===== src/rtl/a2_timer_divider_if.sv =====
// Tick and timing-pulse bundle between the timer divider and its consumers.
// The master drives the ticks and timing pulses, and the slave supplies the monitor stop.
interface a2_timer_divider_if;
  logic        mstp;
  logic        osc_tick;
  logic        p_tick;
  logic [11:0] tp_n;
  logic        mct;
  logic        fs01_n;

  modport master (
    input  mstp,
    output osc_tick,
    output p_tick,
    output tp_n,
    output mct,
    output fs01_n
  );

  modport slave (
    output mstp,
    input  osc_tick,
    input  p_tick,
    input  tp_n,
    input  mct,
    input  fs01_n
  );
endinterface


===== src/rtl/a2_timer_divider.sv =====
// Timing source: a fractional accumulator produces the oscillator tick, which is halved to the
// phase tick that advances the 12-slot timing-pulse ring and the FS01_ square-wave divider.
module a2_timer_divider #(
  parameter int unsigned OSC_NUM = 128,
  parameter int unsigned OSC_DEN = 3125,
  parameter int unsigned ACC_W   = 12,
  parameter int unsigned FS_HALF = 10
) (
  input  logic                  sim_clk,
  input  logic                  sim_rst,
  a2_timer_divider_if.master    bus
);

  localparam int unsigned RING_N = 12;
  localparam int unsigned FS_W   = $clog2(FS_HALF + 1);
  localparam logic [RING_N-1:0] TP_RESET = {{(RING_N-1){1'b1}}, 1'b0};

  logic [ACC_W-1:0]  acc;
  logic              div2;
  logic [FS_W-1:0]   fs_cnt;
  logic              osc_q;
  logic              p_q;
  logic              mct_q;
  logic              fs_q;
  logic [RING_N-1:0] tp_q;

  logic [ACC_W-1:0]  sum_c;
  logic              wrap_c;
  logic              p_step_c;
  logic              at_t12_c;
  logic              park_c;

  // Next accumulator value and the events it triggers this edge.
  always_comb begin
    sum_c    = acc + ACC_W'(OSC_NUM);
    wrap_c   = (sum_c >= ACC_W'(OSC_DEN));
    p_step_c = wrap_c & div2;
    at_t12_c = ~tp_q[RING_N-1];
    park_c   = at_t12_c & bus.mstp;
  end

  // The ring is held directly as the active-low one-hot pattern, so TP_ is a plain register.
  always_ff @(posedge sim_clk) begin
    if (sim_rst) begin
      acc    <= '0;
      div2   <= 1'b0;
      fs_cnt <= '0;
      osc_q  <= 1'b0;
      p_q    <= 1'b0;
      mct_q  <= 1'b0;
      fs_q   <= 1'b0;
      tp_q   <= TP_RESET;
    end else begin
      acc   <= wrap_c ? (sum_c - ACC_W'(OSC_DEN)) : sum_c;
      osc_q <= wrap_c;
      p_q   <= p_step_c;
      mct_q <= 1'b0;
      if (wrap_c) begin
        div2 <= ~div2;
      end
      if (p_step_c) begin
        // Monitor stop parks the ring on T12; FS01_ keeps dividing regardless.
        if (!park_c) begin
          tp_q <= {tp_q[RING_N-2:0], tp_q[RING_N-1]};
        end
        mct_q <= at_t12_c & ~bus.mstp;
        if (fs_cnt == FS_W'(FS_HALF - 1)) begin
          fs_cnt <= '0;
          fs_q   <= ~fs_q;
        end else begin
          fs_cnt <= fs_cnt + FS_W'(1);
        end
      end
    end
  end

  assign bus.osc_tick = osc_q;
  assign bus.p_tick   = p_q;
  assign bus.mct      = mct_q;
  assign bus.fs01_n   = fs_q;
  assign bus.tp_n     = tp_q;

endmodule


===== src/flat_wrapper.sv =====
// flat-port wrapper written by rule: the top's interface ports become plain ports
module a2_timer_divider_flat 
#(
  parameter int unsigned OSC_NUM = 128,
  parameter int unsigned OSC_DEN = 3125,
  parameter int unsigned ACC_W   = 12,
  parameter int unsigned FS_HALF = 10
)
  (sim_clk, sim_rst, bus_mstp, bus_osc_tick, bus_p_tick, bus_tp_n, bus_mct, bus_fs01_n);
  a2_timer_divider_if bus_i ();
  input  logic sim_clk;
  input  logic sim_rst;
  input wire logic [$bits(bus_i.mstp)-1:0] bus_mstp;
  output wire logic [$bits(bus_i.osc_tick)-1:0] bus_osc_tick;
  output wire logic [$bits(bus_i.p_tick)-1:0] bus_p_tick;
  output wire logic [$bits(bus_i.tp_n)-1:0] bus_tp_n;
  output wire logic [$bits(bus_i.mct)-1:0] bus_mct;
  output wire logic [$bits(bus_i.fs01_n)-1:0] bus_fs01_n;
  assign bus_i.mstp = bus_mstp;
  assign bus_osc_tick = bus_i.osc_tick;
  assign bus_p_tick = bus_i.p_tick;
  assign bus_tp_n = bus_i.tp_n;
  assign bus_mct = bus_i.mct;
  assign bus_fs01_n = bus_i.fs01_n;
  a2_timer_divider #(.OSC_NUM(OSC_NUM), .OSC_DEN(OSC_DEN), .ACC_W(ACC_W), .FS_HALF(FS_HALF)) u_core (.sim_clk(sim_clk), .sim_rst(sim_rst), .bus(bus_i));
endmodule

===== config.mk =====
export PLATFORM = sky130hd
export DESIGN_NAME = a2_timer_divider_flat
export DESIGN_NICKNAME = d
export VERILOG_FILES = /design/src/rtl/a2_timer_divider_if.sv /design/src/rtl/a2_timer_divider.sv /design/src/flat_wrapper.sv
export SDC_FILE = /design/constraint.sdc
export NUM_CORES = 1
export LEC_CHECK = 0
export BUFFER_PORTS_ARGS = -buffer_cell sky130_fd_sc_hd__buf_4
export CAP_MARGIN = 20
export CELL_PAD_IN_SITES_DETAIL_PLACEMENT = 0
export CELL_PAD_IN_SITES_GLOBAL_PLACEMENT = 1
export CORE_MARGIN = 2
export CORE_UTILIZATION = 43
export CTS_CLUSTER_SIZE = 16
export DETAILED_ROUTE_END_ITERATION = 10
export PLACE_DENSITY_LB_ADDON = 0.05
export SETUP_SLACK_MARGIN = 0.02
export SLEW_MARGIN = 5
export SYNTH_ARGS = -nofsm -noshare
export SYNTH_HDL_FRONTEND = slang
export SYNTH_SLANG_ARGS = --single-unit

===== constraint.sdc =====
create_clock -name sim_clk -period 2.48 [get_ports sim_clk]
set_input_delay 0.248 -clock sim_clk [delete_from_list [all_inputs] [get_ports sim_clk]]
set_output_delay 0.248 -clock sim_clk [all_outputs]
set_load 0.1 [all_outputs]

* Yosys cells after proc, flatten, opt, wreduce, memory -nomap -nowiden
Cells that the tools add are included.
** Operators by class
- Add/sub/neg operators :: 3
- Multiply operators :: 0
- Divide/modulo/power cells :: 0
- Magnitude comparators :: 1
- Eq/ne operators :: 1
- Shifts and indexed selects :: 0
- Muxes and demuxes :: 2
- Bitwise gates (word level) :: 9
- Reductions and logical operators :: 3
** Operators by type and width (count)
- adder 12 x 8 -> 12 bit, second input constant :: 1
- >= comparator 12 bit, second input constant :: 1
- 2-to-1 mux 12 bit :: 1
- subtractor 12 bit, second input constant :: 1
- NOT 1 bit :: 6
- adder 4 x 1 -> 4 bit, second input constant :: 1
- equality test 4 bit, second input constant :: 1
- 2-to-1 mux 4 bit :: 1
- AND reduction 2 bit :: 2
- bitwise AND 1 bit :: 3
- OR reduction 2 bit :: 1
** Storage, ports and cells
- Flip-flop bits (word level) :: 33
- Bits in latches :: 0
- RAM bits :: 0
- Bits in read-only memories :: 0
- Input port bits :: 3
- Output and inout bits :: 16
- Logic and storage cells :: 27
- Memories :: 0

* Logic depth before layout (Yosys ltp)
Gate-level depths: netlist of the first run.
- Depth after elaboration :: 5
- Mapped depth :: 9
- Mapped depth without buffers :: 7

* Worst setup path after synthesis of the first run
Ideal clock, no wire load.
- Path kind :: register to register
- From :: register u_core.acc[7]
- To :: register u_core.acc[3]
- Library setup time :: 0.070 ns
- Arrival :: 2.060 ns
- Required time :: 2.410 ns
- Slack :: 0.350 ns
- Stages on the path, launching flop included :: 8
- Buffers on the path :: 1
- Clock period less this slack :: 2.130 ns
- Path through :: dfxtp_1 ha_1 nand2_1 or4b_4 and3_4 buf_6 or4_1 a21oi_1
** On the way
- Cells in the longest elaborated chain, start to end :: 3
** Ends and longest elaborated chain
- start, declared :: line a2_timer_divider.sv:18 : logic [ACC_W-1:0] acc;
- start signal, assigned :: line a2_timer_divider.sv:54 : acc <= wrap_c ? (sum_c - ACC_W'(OSC_DEN)) : sum_c;
- adder 12 x 8 -> 12 bit :: line a2_timer_divider.sv:35 : sum_c = acc + ACC_W'(OSC_NUM);
- >= comparator 12 bit :: line a2_timer_divider.sv:36 : wrap_c = (sum_c >= ACC_W'(OSC_DEN));
- 2-to-1 mux 12 bit :: line a2_timer_divider.sv:54
No other way between the ends.
A chain may end at the register's enable or synchronous reset.

* Worst setup path after layout of the first run
- From :: register u_core.acc[7]
- To :: register u_core.acc[4]
The elaborated chain is that of the path after synthesis.

==> impl_metrics.tcl, run 1 <==
set metrics [dict create \
    ys_seq_elements 33 \
    grt-ovfl-total 0 \
    cts_hold_buf 0 \
    dieArea_mm2 0.00423 \
    cp-start-kind "flop" \
    die_w_um 65.1 \
    arrival_ns 2.45 \
    ios 19 \
    drc_errors 0 \
    grt_max_degree 39 \
    ys_warn_count 0 \
    relSlewSlack_pct 73.7 \
    setup_viol 0 \
    postSynthAreaPerCell_um2 8.90 \
    routed_via_density 5.52 \
    path_clk_slew_ns 0.07 \
    cts_setup_buffers 0 \
    synth_edf_count 0 \
    ant_nets 0 \
    p_leak_nw 0.657 \
    required_ns 2.69 \
    routed_wl_mm 3.22 \
    fin_crit_sh_pct 90.0 \
    hold_slack_ns 0.151 \
    crit_fanout 26 \
    cp_num_buf_inv 0 \
    syn_inst 180 \
    grt_pass1_vias 1175 \
    crit_chain "ha_1 > nand2_1 > or4b_4 > and3_4 > or4_1 > a21oi_1" \
    wl_per_cell_um 12.9 \
    clock_latency_ns 0.28 \
    h-tree-depth 2 \
    ys.flop_type "dfxtp_1" \
    synth_area_leaders "dfxtp_1 (41%), mux2i_1 (6.2%), o31ai_1 (5.2%)" \
    diodes 0 \
    drv_slew 0 \
    syn_to_final_growth_pct 18.0 \
    end_kind "flop" \
    critical-path-top-delay-family "simple AND/OR/NAND/NOR gates" \
    timing.fmax_mhz 448 \
    ys_seq_area_share_pct 41.2 \
    cts_tree "done" \
    tns_ns 0 \
    grt_pass1_wl_mm 5.29 \
    yosysTopAreaCell "dfxtp_1" \
    hold_viol 0 \
    crit_slowest_cell "or4_1" \
    initial_utilization_pct 44.1 \
    clockRootBuffer "clkbuf_8" \
    syn_area_mm2 0.00160 \
    clockBufferDepth 2 \
    wl_met1_mm 1.49 \
    rsz0062_at_grt "no" \
    first_pass_iters 4 \
    layout_min_cycle_time_ns 2.23 \
    clock-sinks 33 \
    hold_class "input port to flop" \
    synth_cell_types 39 \
    fin_nets 208 \
    critical-path-max-stage-delay_ns 0.52 \
    maxCapViolCount 0 \
    syn_nets 187 \
    skew_ns 0.00422 \
    status "finished, final reports clean" \
    num_rows 22 \
    port_buffers 18 \
    die_h_um 65.1 \
    critPathKind "flop to flop" \
    highest_layer "met4" \
    wl_met2_mm 1.57 \
    vias 1380 \
    yosysTopAreaCellShare_pct 41.2 \
    grt_usage_pct 16.6 \
    gp_congestion 0.845 \
    dr_wl_met3_um 106 \
    async_reset_ff_share_pct 0 \
    post_cts_resized 0 \
    tightestPinTransition_ns 0.394 \
    drt_iter0_markers 79 \
    hpwl_mm 2.20 \
    peakVddDrop_v 0.000345 \
    power.density_mw_per_mm2 556 \
    core-area_mm2 0.00363 \
    antenna_found_initial 0 \
    layout-drive-gt1-share_pct 19.8 \
    cts-buffers-inserted 5 \
]
==> per-layer routing <==
| metal | up-vias | GRT usage [%] |
|---|---|---|
| met5 | - | 0 |
| met4 | 0 | 7.03 |
| met2 | 19 | 28.0 |
| met3 | 5 | 5.21 |
| met1 | 655 | 19.3 |
| li1 | 701 | - |
==> synthesized netlist by cell type (3+ instances only) <==
| master | n |
|---|---|
| dfxtp_1 | 33 |
| nor2_1 | 19 |
| a21oi_1 | 15 |
| o31ai_1 | 11 |
| mux2i_1 | 10 |
| nand2_1 | 7 |
| clkbuf_1 | 6 |
| inv_1 | 6 |
| nor3_1 | 6 |
| o21ai_0 | 6 |
| nand4_1 | 5 |
| nor2b_1 | 5 |
| or4_1 | 5 |
| ha_1 | 4 |
| nand3_1 | 4 |
| or3_1 | 4 |
| mux2_2 | 3 |
| nor3b_1 | 3 |
==> path summary, 6_finish.rpt <==
check	from	cells past startpoint	to	slack, ns
max	u_core.acc[7]$_SDFF_PP0_	6	u_core.acc[4]$_SDFFE_PP0P_	0.25
min	bus_mstp	2	u_core.bus.mct$_SDFF_PP0_	0.15
max reg2reg	u_core.acc[7]$_SDFF_PP0_	6	u_core.acc[4]$_SDFFE_PP0P_	0.25
min reg2reg	u_core.bus.tp_n[0]$_SDFFE_PP0P_	2	u_core.bus.tp_n[0]$_SDFFE_PP0P_	0.50
==> final cells by class <==
| cell class | instances | area [µm²] |
|---|---|---|
| clock inverter | 1 | 5.00 |
| timing repair buffer | 24 | 180 |
| multi-input combinational | 131 | 867 |
| clock buffer | 7 | 96.3 |
| inverter | 6 | 22.5 |
| sequential | 33 | 661 |
| fill | 377 | 1740 |
| tap | 48 | 60.1 |
==> per-stage QoR <==
step / cell area [µm²] / worst slack, ns / power (mW) / utilization, % / instances
final: 1890 / 0.247 / 1.05 / 52.1 / 250
after floorplan: 1600 / 0.350 / 0.596 / - / 180
after global placement: 1790 / 0.316 / 0.615 / 49.3 / 242
after CTS: 1890 / 0.236 / 1.06 / 52.1 / 250
after detailed placement: 1790 / 0.260 / 0.617 / 49.3 / 242
after global routing: 1890 / 0.0915 / 1.09 / 52.1 / 250
==> worst register-to-register path, cell delays in order (launching register included) <==
cell and delay, ns:
dfxtp_1 0.41, ha_1 0.25, nand2_1 0.07, or4b_4 0.48
and3_4 0.28, or4_1 0.53, a21oi_1 0.14
==> flip-flops by register name, summed over array words and instances, names as in the netlist <==
| name | cells |
|---|---|
| u_core.bus.osc_tick | 1 |
| u_core.bus.tp_n | 12 |
| u_core.bus.fs01_n | 1 |
| u_core.fs_cnt | 4 |
| u_core.bus.mct | 1 |
| u_core.acc | 12 |
| u_core.div2 | 1 |
| u_core.bus.p_tick | 1 |
==> kinds of logic after synthesis <==
group	after synthesis	share of synthesized area (%)
compound gates	41	16.1
buf+inv	16	5.00
fa+ha+maj	4	3.12
xor+xnor	3	1.64
simple gates	70	24.6
mux	13	8.35
flops	33	41.2
==> power breakdown <==
group / switching [mW] / internal, mW
Combinational: 0.0420 / 0.0239
Clock: 0.196 / 0.251
Sequential: 0.00543 / 0.534
Total: 0.244 / 0.809
==> placed cells by master, fill, tap and decap left out, drive strengths merged, types with 2 or more instances in the layout <==
cell type   n
nand4       5
ha          4
o21a        2
inv         6
nor3        6
nor4        2
nand2       7
mux2i      10
xor2        2
nor3b       3
mux2        3
and4        2
o31a        2
nand3       4
o31ai      11
or4         5
clkbuf      7
a31oi       2
or3         4
a21oi      15
and3        2
nor2       19
o21ai       6
buf        24
and2        2
nor2b       5
dfxtp      33
Power figures use the tool's default switching activity.
==> run 2: changes to the inputs <==
--- a/config.mk
+++ b/config.mk
@@ -13,8 +13,8 @@
 export CORE_UTILIZATION = 43
 export CTS_CLUSTER_SIZE = 16
 export DETAILED_ROUTE_END_ITERATION = 10
+export GPL_TIMING_DRIVEN = 0
 export PLACE_DENSITY_LB_ADDON = 0.05
-export SETUP_SLACK_MARGIN = 0.02
 export SLEW_MARGIN = 5
 export SYNTH_ARGS = -nofsm -noshare
 export SYNTH_HDL_FRONTEND = slang
==> run 2 against run 1 <==
  * Clock-buffer cell count unchanged
  * Worst setup slack got worse by 0.10 ns
  * Register-to-register slack worse by 0.10 ns
  * Worst hold slack gained 0.012 ns
  * Sequential share of layout area is 0.34 points lower
  * Via count rose by 1.9%
  * Power about the same
  * Combinational power grew 2%
  * Critical path type unchanged
==> impl_metrics.tcl, run 2 (synthesis results as in run 1) <==
set metrics [dict create \
    final_util_pct 52.6 \
    clock-sinks 33 \
    place_area_mm2 0.00180 \
    antenna_found_initial 0 \
    skew_ns 0.00693 \
    core-area_mm2 0.00363 \
    syn_to_final_growth_pct 19.2 \
    arrival_ns 2.49 \
    grt_pass1_vias 1329 \
    power_switching_uw 245 \
    ios 19 \
    initial_utilization_pct 44.1 \
    most-common-layout-cells "dfxtp_1 (33), nor2_1 (19), buf_4 (19)" \
    final_common_cell "dfxtp_1" \
    clockBufferDepth 2 \
    cts_hold_buf 0 \
    crit_fanout 10 \
    gp_congestion 0.878 \
    vias 1406 \
    path_clk_slew_ns 0.07 \
    first_pass_iters 4 \
    layout_min_cycle_time_ns 2.33 \
    critPathKind "flop to flop" \
    grt_max_degree 11 \
    dieArea_mm2 0.00423 \
    power.internal_uw 807 \
    wl_per_cell_um 13.7 \
    fin_area_mm2 0.00191 \
    required_ns 2.63 \
    peakVddDrop_v 0.000310 \
    drv_slew 0 \
    drt_iter0_markers 78 \
    drc_errors 0 \
    p_sw_share_pct 23.3 \
    timing.fmax_mhz 429 \
    die_w_um 65.1 \
    grt-ovfl-total 0 \
    diodes 0 \
    fin_nets 212 \
    power.density_mw_per_mm2 551 \
    cp-start-kind "flop" \
    hold_slack_ns 0.162 \
    status "finished, final reports clean" \
    routed_wl_mm 3.49 \
    clock_latency_ns 0.28 \
    relSlewSlack_pct 59.7 \
    tightestPinTransition_ns 0.600 \
    num_rows 22 \
    fin_crit_sh_pct 94.1 \
    ant_nets 0 \
    layout-drive-gt1-share_pct 19.4 \
    grt_pass1_wl_mm 5.91 \
    clockRootBuffer "clkbuf_8" \
    setup_viol 0 \
    power_frac_seq_pct 51.4 \
    rsz0062_at_grt "no" \
    tns_ns 0 \
    routed_via_density 5.54 \
    cts_tree "done" \
    die_h_um 65.1 \
    clkPwrFrac_pct 42.2 \
    hpwl_mm 2.43 \
    hold_viol 0 \
    p_leak_nw 0.659 \
    maxCapViolCount 0 \
    port_buffers 18 \
    cts-buffers-inserted 5 \
    end_kind "flop" \
    grt_usage_pct 18.5 \
    hold_class "input port to flop" \
    h-tree-depth 2 \
    comb_power_share_pct 6.4 \
]
run 2: per-layer routing:
metal / part of all wire [%] / global-route usage (%) / wire (µm)
met5: 0 / 0 / 0
met4: 0.54 / 7.03 / 19
met3: 4.6 / 6.77 / 161
met2: 48 / 29.0 / 1680
met1: 47 / 23.3 / 1630
run 2: final timing paths:
check | from | endpoint | slack (ns) | cells past startpoint
worst max-delay path | u_core.acc[7]$_SDFF_PP0_ | u_core.acc[5]$_SDFFE_PP0P_ | 0.15 | 8
worst min-delay path | bus_mstp | u_core.bus.mct$_SDFF_PP0_ | 0.16 | 2
worst max register to register | u_core.acc[7]$_SDFF_PP0_ | u_core.acc[5]$_SDFFE_PP0P_ | 0.15 | 8
worst min register to register | u_core.bus.tp_n[0]$_SDFFE_PP0P_ | u_core.bus.tp_n[0]$_SDFFE_PP0P_ | 0.50 | 2
run 2: repair_timing:
action,4_1_cts,5_1_grt
gates resized for setup,0,4
buffers inserted,0,0
endpoints found under the setup margin,0,20
run 2: area by class of cell:
type | count | area, µm²
fillers | 344 | 1720
well taps | 48 | 60.1
multi-input cells | 131 | 872
inverters | 6 | 22.5
clock inverters | 1 | 5.00
repair buffers | 18 | 135
clock buffers | 7 | 96.3
flip-flops and latches | 33 | 661
plain buffers | 10 | 58.8
run 2: critical path, cell delays in order, from the launching register on:
cell	delay, ns
dfxtp_1	0.45
ha_2	0.27
nand2_1	0.06
or4b_4	0.49
and3_4	0.20
buf_6	0.13
clkbuf_1	0.22
o31ai_1	0.30
a21oi_1	0.09
run 2: power by group through the flow:
stage	logic (mW)	registers (mW)	clock network (mW)
5_1_grt	0.0741	0.541	0.499
6_report	0.0672	0.541	0.444
3_3_place_gp	0.0627	0.552	0
4_1_cts	0.0643	0.540	0.465
3_5_place_dp	0.0640	0.552	0
2_1_floorplan	0.0457	0.550	0
run 2: metrics by stage:
stage | std cells | setup WS [ns] | power, mW
2_1_floorplan | 180 | 0.350 | 0.596
3_3_place_gp | 246 | 0.0227 | 0.614
3_5_place_dp | 246 | 0.0424 | 0.616
4_1_cts | 254 | 0.0319 | 1.07
5_1_grt | 254 | 0.0132 | 1.11
6_report | 254 | 0.147 | 1.05
